===== src/rtl/silife_pkg.sv =====
// Shared defaults, FSM encoding and sizing helper for the silife frame buffer.
package silife_pkg;

  localparam int SILIFE_WIDTH  = 32;
  localparam int SILIFE_HEIGHT = 32;

  typedef enum logic [1:0] {
    ST_IDLE    = 2'd0,
    ST_CLEAR   = 2'd1,
    ST_PENDING = 2'd2
  } fb_state_t;

  function automatic int row_bits(input int height);
    return (height > 1) ? $clog2(height) : 1;
  endfunction

endpackage


===== src/rtl/silife_frame_bank.sv =====
// One HEIGHT x WIDTH cell bank: single write/clear-row port, combinational read port.
module silife_frame_bank #(
  parameter int WIDTH    = 32,
  parameter int HEIGHT   = 32,
  parameter int ROW_BITS = 5
) (
  input  logic                clk,
  input  logic                reset,
  input  logic                wr_en,
  input  logic [ROW_BITS-1:0] wr_row,
  input  logic [WIDTH-1:0]    wr_data,
  input  logic [ROW_BITS-1:0] rd_row,
  output logic [WIDTH-1:0]    rd_data
);

  logic [WIDTH-1:0] mem [HEIGHT];

  always_ff @(posedge clk) begin
    if (reset) begin
      for (int unsigned r = 0; r < HEIGHT; r++) begin
        mem[r] <= '0;
      end
    end else if (wr_en) begin
      mem[wr_row] <= wr_data;
    end
  end

  // Rows past HEIGHT only exist when HEIGHT is not a power of two; they read as empty.
  always_comb begin
    rd_data = '0;
    if (int'(rd_row) < HEIGHT) begin
      rd_data = mem[rd_row];
    end
  end

endmodule


===== src/rtl/silife_frame_buffer.sv =====
// Double-buffered cell frame store: engine writes the back bank, display reads the front,
// banks swap only at a display frame boundary (or while the display is disabled).
module silife_frame_buffer
  import silife_pkg::*;
#(
  parameter int WIDTH    = SILIFE_WIDTH,
  parameter int HEIGHT   = SILIFE_HEIGHT,
  parameter int ROW_BITS = row_bits(HEIGHT)
) (
  input  logic                clk,
  input  logic                reset,
  input  logic                i_wr_en,
  input  logic [ROW_BITS-1:0] i_wr_row,
  input  logic [WIDTH-1:0]    i_wr_data,
  input  logic                i_wr_commit,
  input  logic                i_clear,
  input  logic                i_disp_enable,
  input  logic                i_rd_sync,
  input  logic [ROW_BITS-1:0] i_rd_row,
  output logic [WIDTH-1:0]    o_rd_cells,
  output logic                o_wr_ready,
  output logic                o_overrun,
  output logic [7:0]          o_frame_count
);

  fb_state_t           state;
  logic                fb;
  logic [ROW_BITS-1:0] clr_row;

  logic                wr_accept;
  logic                drop;
  logic                swap;
  logic                bank_we;
  logic [ROW_BITS-1:0] bank_row;
  logic [WIDTH-1:0]    bank_data;
  logic                we0;
  logic                we1;
  logic [WIDTH-1:0]    rd0;
  logic [WIDTH-1:0]    rd1;

  always_comb begin
    o_wr_ready = (state == ST_IDLE);
    wr_accept  = o_wr_ready && i_wr_en && (int'(i_wr_row) < HEIGHT);
    drop       = (!o_wr_ready && (i_wr_en || i_wr_commit || i_clear)) ||
                 (o_wr_ready && i_wr_commit && i_clear);
    swap       = (state == ST_PENDING) && (i_rd_sync || !i_disp_enable);
  end

  // Clearing reuses the bank write port, writing zeros to the row under the clear counter.
  always_comb begin
    bank_we   = wr_accept || (state == ST_CLEAR);
    bank_row  = (state == ST_CLEAR) ? clr_row : i_wr_row;
    bank_data = (state == ST_CLEAR) ? '0 : i_wr_data;
    we0       = bank_we && fb;
    we1       = bank_we && !fb;
    o_rd_cells = fb ? rd1 : rd0;
  end

  always_ff @(posedge clk) begin
    if (reset) begin
      state         <= ST_IDLE;
      fb            <= 1'b0;
      clr_row       <= '0;
      o_overrun     <= 1'b0;
      o_frame_count <= '0;
    end else begin
      if (drop) begin
        o_overrun <= 1'b1;
      end
      unique case (state)
        ST_IDLE: begin
          if (i_wr_commit) begin
            state <= ST_PENDING;
          end else if (i_clear) begin
            state   <= ST_CLEAR;
            clr_row <= '0;
          end
        end
        ST_CLEAR: begin
          if (clr_row == ROW_BITS'(HEIGHT - 1)) begin
            state <= ST_IDLE;
          end else begin
            clr_row <= clr_row + ROW_BITS'(1);
          end
        end
        ST_PENDING: begin
          if (swap) begin
            fb            <= !fb;
            o_frame_count <= o_frame_count + 8'd1;
            state         <= ST_IDLE;
          end
        end
        default: state <= ST_IDLE;
      endcase
    end
  end

  silife_frame_bank #(
    .WIDTH    (WIDTH),
    .HEIGHT   (HEIGHT),
    .ROW_BITS (ROW_BITS)
  ) u_bank0 (
    .clk     (clk),
    .reset   (reset),
    .wr_en   (we0),
    .wr_row  (bank_row),
    .wr_data (bank_data),
    .rd_row  (i_rd_row),
    .rd_data (rd0)
  );

  silife_frame_bank #(
    .WIDTH    (WIDTH),
    .HEIGHT   (HEIGHT),
    .ROW_BITS (ROW_BITS)
  ) u_bank1 (
    .clk     (clk),
    .reset   (reset),
    .wr_en   (we1),
    .wr_row  (bank_row),
    .wr_data (bank_data),
    .rd_row  (i_rd_row),
    .rd_data (rd1)
  );

endmodule


===== config.mk =====
export PLATFORM = sky130hd
export DESIGN_NAME = silife_frame_buffer
export DESIGN_NICKNAME = d
export VERILOG_FILES = /design/src/rtl/silife_pkg.sv /design/src/rtl/silife_frame_bank.sv /design/src/rtl/silife_frame_buffer.sv
export SDC_FILE = /design/constraint.sdc
export NUM_CORES = 2
export LEC_CHECK = 0
export CAP_MARGIN = 5
export CORE_ASPECT_RATIO = 0.5
export CORE_MARGIN = 2
export CORE_UTILIZATION = 60
export CTS_CLUSTER_DIAMETER = 80
export CTS_CLUSTER_SIZE = 30
export DETAILED_ROUTE_END_ITERATION = 16
export GPL_TIMING_DRIVEN = 0
export HOLD_SLACK_MARGIN = 0.02
export PLACE_DENSITY = 0.76
export SYNTH_ARGS = -nofsm -noshare
export SYNTH_HDL_FRONTEND = slang
export SYNTH_HIERARCHICAL = 1
export SYNTH_SLANG_ARGS = --single-unit
export TNS_END_PERCENT = 20

===== constraint.sdc =====
create_clock -name clk -period 6.1 [get_ports clk]
set_clock_uncertainty 0.2 [all_clocks]
set_input_delay 1.525 -clock clk [delete_from_list [all_inputs] [get_ports clk]]
set_output_delay 1.525 -clock clk [all_outputs]
set_load 0.01 [all_outputs]

After elaboration in Yosys (flattened, before gate mapping):

Memory sizes are Yosys's and may differ from the RTL's.
Index checks and enable logic that the tools add are counted.

* register bits: 17
* memories kept: 2
* input bits: 49
* bits in writable memories: 2048
* output and inout bits: 42

Memories
* u_bank0.mem: depth 32, bits a word 32, read ports 1, clocked after Yosys merged registers in 0, wr ports 32, line silife_frame_bank.sv:16 `logic [WIDTH-1:0] mem [HEIGHT];`
* u_bank1.mem: depth 32, bits a word 32, read ports 1, clocked after Yosys merged registers in 0, wr ports 32, line silife_frame_bank.sv:16

* equality and inequality tests: 9
* $add $sub $neg: 2
* reductions and logical operators: 22
* muxes and demuxes: 26

Operator list (number)
* 2-to-1 mux 32 bit: 4
* OR reduction 32 bit: 2
* 2-to-1 mux 5 bit: 6
* 2-to-1 mux 1 bit: 10
* case mux 5 bit (2 select lines): 1
* adder 8 x 1 -> 8 bit (second input constant): 1
* 2-to-1 mux 2 bit: 4
* != test 2 bit (second input constant): 4
* logical AND 1 bit: 7
* case mux 2 bit (3 select lines): 1
* adder 5 x 1 -> 5 bit (second input constant): 1
* equality test 5 bit (second input constant): 1
* logical OR 1 bit: 5
* AND reduction 4 bit: 1
* zero test 1 bit: 3
* != test 3 bit (second input constant): 1
* AND reduction 3 bit: 1
* equality test 2 x 1 -> 1 bit (second input constant): 1
* equality test 2 bit (second input constant): 1
* zero test 2 bit: 1
* != test 2 x 1 -> 1 bit (second input constant): 1
* AND reduction 2 bit: 1
* nonzero test 2 bit: 1

Longest topological paths before layout:

* depth after elaboration: 9
* mapped depth: 10
* depth with buffers taken out: 7

Hierarchy:

Netlist, hierarchy kept.

By module, submodules not included
* silife_frame_bank (u_bank1): times used 1, sequential area each 30749.5 µm², cells each 3482, area each 47548.1 µm²
* silife_frame_bank (u_bank0): times used 1, sequential area each 30749.5 µm², cells each 3482, area each 47484.3 µm²
* silife_frame_buffer: times used 1, sequential area each 340.3 µm², cells each 183, area each 1545.2 µm²

Worst setup path before layout:

OpenSTA, ideal clock, no wires.

* kind: input-to-output
* from: input port i_rd_row[1]
* to: output port o_rd_cells[25]
* data arrival time: 2.926 ns
* path slack: 1.449 ns
* stages on the path: 9
* path buffers: 4
* path through: buf_2 > buf_6 > buf_6 > buf_6 > mux2i_1 > a22oi_1 > a31oi_1 > nand3_1 > mux2_2

* word-level cells in the longest chain between the ends: 2

Ends and longest elaborated chain
* start, declared: line silife_frame_buffer.sv:19 `input logic [ROW_BITS-1:0] i_rd_row,`
* memory read (32 x 32 bit)
* named net rd1[25]: line silife_frame_buffer.sv:39 `logic [WIDTH-1:0] rd1;`
* 2-to-1 mux 32 bit: line silife_frame_buffer.sv:56 `o_rd_cells = fb ? rd1 : rd0;`
* end, declared: line silife_frame_buffer.sv:20 `output logic [WIDTH-1:0] o_rd_cells,`

The timed path passes the listed nets, and every way through them passes these cells.

Final worst setup path:

* from: input port i_rd_row[4]
* to: output port o_rd_cells[1]

* word-level cells in the longest chain between the ends: 2

Ends and longest elaborated chain
* memory read (32 x 32 bit)
* named net rd0[1]: line silife_frame_buffer.sv:38 `logic [WIDTH-1:0] rd0;`
* 2-to-1 mux 32 bit: line silife_frame_buffer.sv:56

The timed path passes the listed nets, and every way through them passes these cells.

==> insert_results.sql <==
INSERT INTO impl_metrics (metric_group, metric, value, unit) VALUES
('detailed_routing', 'detail_route.drc_violations', '0', ''),
('critical_path', 'timing.critical_path.arrival', '4540', 'ps'),
('placed_design', 'io_buffers', '89', ''),
('final_layout', 'fill_cells', '11900', ''),
('synthesis', 'synth_cells', '7147', ''),
('placed_design', 'dpl.cell_count', '9410', ''),
('critical_path', 'worstReg2RegStart', 'fb', ''),
('critical_path', 'timing.reg2reg.setup_slack', '1390', 'ps'),
('floorplan', 'die_outline_area', '164000', 'um2'),
('sta', 'report.final.hold_viol_count', '0', ''),
('critical_path', 'timing.setup.critical_path_class', 'in2out', ''),
('critical_path', 'timing.rr.end', 'u_bank0/mem[14][4]', ''),
('synthesis', 'async_flop_share', '0', '%'),
('min_path', 'hold-path-cell-count', '2', ''),
('sta', 'rsz0062_at_grt', 'true', ''),
('clock_network', 'cts.hold.buffers_added', '0', ''),
('clock_network', 'cts_buffers', '78', ''),
('floorplan', 'effective_utilization_at_floorplan', '60.2', '%'),
('floorplan', 'design.portCount', '91', ''),
('sta', 'timing_max_transition_violations_final', '0', ''),
('min_path', 'min-delay-start', 'o_frame_count[4]', ''),
('critical_path', 'critical_path.max_fanout', '10', ''),
('placed_design', 'dpl.hpwl', '192000', 'um'),
('sta', 'worst_pin_slew', '1220', 'ps'),
('synthesis', 'ys_seq_area_share', '64.0', '%'),
('critical_path', 'critical_path.max_stage_delay', '500', 'ps'),
('critical_path', 'cpLargestDelayFamily', 'buffers and inverters', ''),
('detailed_routing', 'drtAntennaViolNets', '0', ''),
('synthesis', 'synth_cell_types', '51', ''),
('sta', 'setup_viol', '13', ''),
('final_layout', 'design.final.nets', '7369', ''),
('min_path', 'hold_removal_path_class', 'reg2reg', ''),
('synthesis', 'count_of_flip_flops_with_a_built_in_enable_after_synthesis', '2048', ''),
('global_route', 'maximum_number_of_pins_on_one_net_before_global_route_repair', '33', ''),
('detailed_routing', 'first_iter_violations', '7223', ''),
('sta', 'min_period', '6270', 'ps'),
('global_route', 'first_pass_grt_wire_length', '359000', 'um'),
('final_layout', 'layout.cells.non_filler', '9525', ''),
('power', 'total_leakage_power', '39.9', 'nW'),
('synthesis', 'ys.warnings.count', '6', ''),
('synthesis', 'post_synth.cell_area_avg', '13.5', 'um2'),
('synthesis', 'syn_area', '96600', 'um2'),
('global_route', 'grt_pass1_vias', '55100', ''),
('power', 'power.ir.vdd_worst', '248', 'uV'),
('power', 'powerDensity', '247', 'nW/um2'),
('detailed_routing', 'routed_wirelength', '251000', 'um'),
('power', 'fin_total_pwr', '25.5', 'mW'),
('critical_path', 'critPathSlowestCell', 'sky130_fd_sc_hd__clkdlybuf4s50_1', ''),
('sta', 'achievable-frequency', '160', 'MHz'),
('run', 'cap_viol_max_count', '0', ''),
('critical_path', 'path_buf_inv', '4', ''),
('placed_design', 'gp_routability_congestion', '0.895', ''),
('detailed_routing', 'detailroute.via_count', '57300', ''),
('synthesis', 'synth_seq_cells', '2065', ''),
('clock_network', 'tritoncts', 'yes', ''),
('floorplan', 'floorplan.die.width', '571', 'um'),
('sta', 'slew-limit-headroom', '18.4', '%'),
('run_status', 'violations', 'setup timing', ''),
('sta', 'post-route-worst-setup-slack', '-165', 'ps'),
('global_route', 'globalRouteOverflowTotal', '0', ''),
('final_layout', 'multiInputGateArea', '31900', 'um2'),
('global_route', 'antenna_found_initial', '22', ''),
('final_layout', 'final_layout_size_suffix_gt1_share', '9.15', '%'),
('run_status', 'run_status', 'complete, but fails checks', ''),
('clock_network', 'clk_pin_slew', '110', 'ps'),
('floorplan', 'placementRows', '104', ''),
('synthesis', 'synth_nets', '7199', ''),
('clock_network', 'clock_sink_count', '2065', ''),
('critical_path', 'timing.reg2reg.worst_path_depth', '8', ''),
('global_route', 'globalRouteTotalUtil', '30.2', '%'),
('detailed_routing', 'wl_per_cell', '26.4', 'um');
[power breakdown]
part | total [mW] | leakage (nW) | internal (mW) | switching [mW]
logic | 2.70 | 17.6 | 0.810 | 1.89
registers | 16.2 | 21.3 | 16.0 | 0.141
clock network | 6.56 | 1.04 | 2.45 | 4.11
total | 25.5 | 39.9 | 19.3 | 6.15
[per-stage QoR]
step | util (%) | setup TNS [ps] | area (um2) | worst slack (ps)
after floorplan | - | 0 | 96600 | 1450
after global placement | 62.5 | -48010 | 100000 | -1470
after detailed placement | 62.5 | -40510 | 100000 | -1480
after CTS | 64.2 | -112 | 103000 | -37.3
after global routing | 64.3 | -610 | 103000 | -179
final | 64.3 | -757 | 103000 | -165
[routing by layer]
layer	routed length [um]	GRT usage (%)
met3	25900	5.85
met4	7050	8.11
met2	116000	48.5
met5	13	0
met1	102000	42.6
[cell usage in the layout (no fill, tap or decap), types with 5 or more instances in the layout]
master / synthesis / routed
sky130_fd_sc_hd__and2_1: 2082 / 2082
sky130_fd_sc_hd__edfxtp_1: 2048 / 2048
sky130_fd_sc_hd__mux2i_1: 1025 / 1025
sky130_fd_sc_hd__clkbuf_1: 360 / 317
sky130_fd_sc_hd__a21oi_1: 202 / 202
sky130_fd_sc_hd__nand2_1: 201 / 201
sky130_fd_sc_hd__a22oi_1: 192 / 192
sky130_fd_sc_hd__nand3_1: 202 / 182
sky130_fd_sc_hd__a22o_1: 128 / 128
sky130_fd_sc_hd__clkbuf_2: 54 / 96
sky130_fd_sc_hd__buf_2: 90 / 89
sky130_fd_sc_hd__clkdlybuf4s50_1: 0 / 85
sky130_fd_sc_hd__clkbuf_16: 0 / 81
sky130_fd_sc_hd__buf_4: 66 / 78
sky130_fd_sc_hd__buf_6: 65 / 71
sky130_fd_sc_hd__or2_2: 66 / 66
sky130_fd_sc_hd__nor2_1: 51 / 51
sky130_fd_sc_hd__nor3_1: 65 / 39
sky130_fd_sc_hd__mux2_2: 38 / 38
sky130_fd_sc_hd__a31oi_1: 67 / 33
sky130_fd_sc_hd__nor3_2: 0 / 26
sky130_fd_sc_hd__nand3_2: 2 / 22
sky130_fd_sc_hd__clkbuf_4: 3 / 18
sky130_fd_sc_hd__dfxtp_1: 17 / 17
sky130_fd_sc_hd__a31oi_4: 0 / 17
sky130_fd_sc_hd__a31oi_2: 0 / 17
sky130_fd_sc_hd__diode_2: 0 / 15
sky130_fd_sc_hd__nor2_2: 12 / 12
sky130_fd_sc_hd__nor2b_1: 11 / 11
sky130_fd_sc_hd__nand2b_1: 10 / 9
sky130_fd_sc_hd__nor2_4: 8 / 8
sky130_fd_sc_hd__nor2_8: 8 / 8
sky130_fd_sc_hd__nand3b_1: 6 / 6
sky130_fd_sc_hd__buf_1: 20 / 5
[worst min-delay path: cells and delay by family (launching register included)]
kind,cells,cell delay (ps)
AOI/OAI and AO/OA,2,130
DFF,1,360
[flip-flops by register name (all words and copies together) (netlist names)]
| signal | flops |
|---|---|
| fb | 1 |
| u_bank1/mem | 1024 |
| clr_row | 5 |
| state | 2 |
| o_overrun | 1 |
| u_bank0/mem | 1024 |
| o_frame_count | 8 |
[kinds of logic after synthesis]
family / after synthesis / share of synthesized area, %
AOI/OAI and AO/OA: 600 / 4.21
adders and majority gates: 3 / 0.0389
buffers and inverters: 663 / 3.56
DFF: 2065 / 64.0
muxes: 1064 / 11.1
and+or+nand+nor: 2752 / 17.1
[layout make-up]
| cell class | count | share of cell area, % |
|---|---|---|
| Buffer | 660 | 3.50 |
| Tap cell | 2173 | 2.64 |
| Clock inverter | 6 | 0.0425 |
| Antenna cell | 15 | 0.0364 |
| Inverter | 3 | 0.0109 |
| Timing Repair Buffer | 90 | 0.870 |
| Clock buffer | 94 | 2.01 |
| Multi-Input combinational cell | 4419 | 30.9 |
| Sequential cell | 2065 | 60.0 |
[Yosys cell counts (17+ instances only)]
cell | instances | area [um2]
sky130_fd_sc_hd__clkbuf_2 | 54 | 270
sky130_fd_sc_hd__and2_1 | 2082 | 13000
sky130_fd_sc_hd__mux2i_1 | 1025 | 10300
sky130_fd_sc_hd__a22oi_1 | 192 | 1440
sky130_fd_sc_hd__nand2_1 | 201 | 754
sky130_fd_sc_hd__a22o_1 | 128 | 1120
sky130_fd_sc_hd__nand3_1 | 202 | 1010
sky130_fd_sc_hd__nor2_1 | 51 | 191
sky130_fd_sc_hd__buf_2 | 90 | 450
sky130_fd_sc_hd__dfxtp_1 | 17 | 340
sky130_fd_sc_hd__clkbuf_1 | 360 | 1350
sky130_fd_sc_hd__mux2_2 | 38 | 428
sky130_fd_sc_hd__buf_1 | 20 | 75.1
sky130_fd_sc_hd__a31oi_1 | 67 | 419
sky130_fd_sc_hd__buf_4 | 66 | 495
sky130_fd_sc_hd__buf_6 | 65 | 732
sky130_fd_sc_hd__or2_2 | 66 | 413
sky130_fd_sc_hd__edfxtp_1 | 2048 | 61500
sky130_fd_sc_hd__a21oi_1 | 202 | 1010
sky130_fd_sc_hd__nor3_1 | 65 | 325
[timing repair]
| action | 4_1_cts | 5_1_grt |
|---|---|---|
| setup buffers | 0 | 0 |
| resized for setup | 181 | 50 |
| pin swaps | 0 | 0 |
| endpoints found under the setup margin | 32 | 32 |
[how the worst max path moves through the flow]
stage / start / endpoint / slack (ps) / cells past startpoint
2_1_floorplan: i_rd_row[1] / o_rd_cells[25] / 1450 / 9
3_3_place_gp: i_rd_row[0] / o_rd_cells[31] / -1470 / 9
3_5_place_dp: i_rd_row[2] / o_rd_cells[2] / -1480 / 9
4_1_cts: i_rd_row[3] / o_rd_cells[17] / -40 / 9
5_1_grt: i_rd_row[3] / o_rd_cells[26] / -180 / 9
6_report: i_rd_row[4] / o_rd_cells[1] / -170 / 9
No activity file was read; power rests on OpenSTA's default activity.
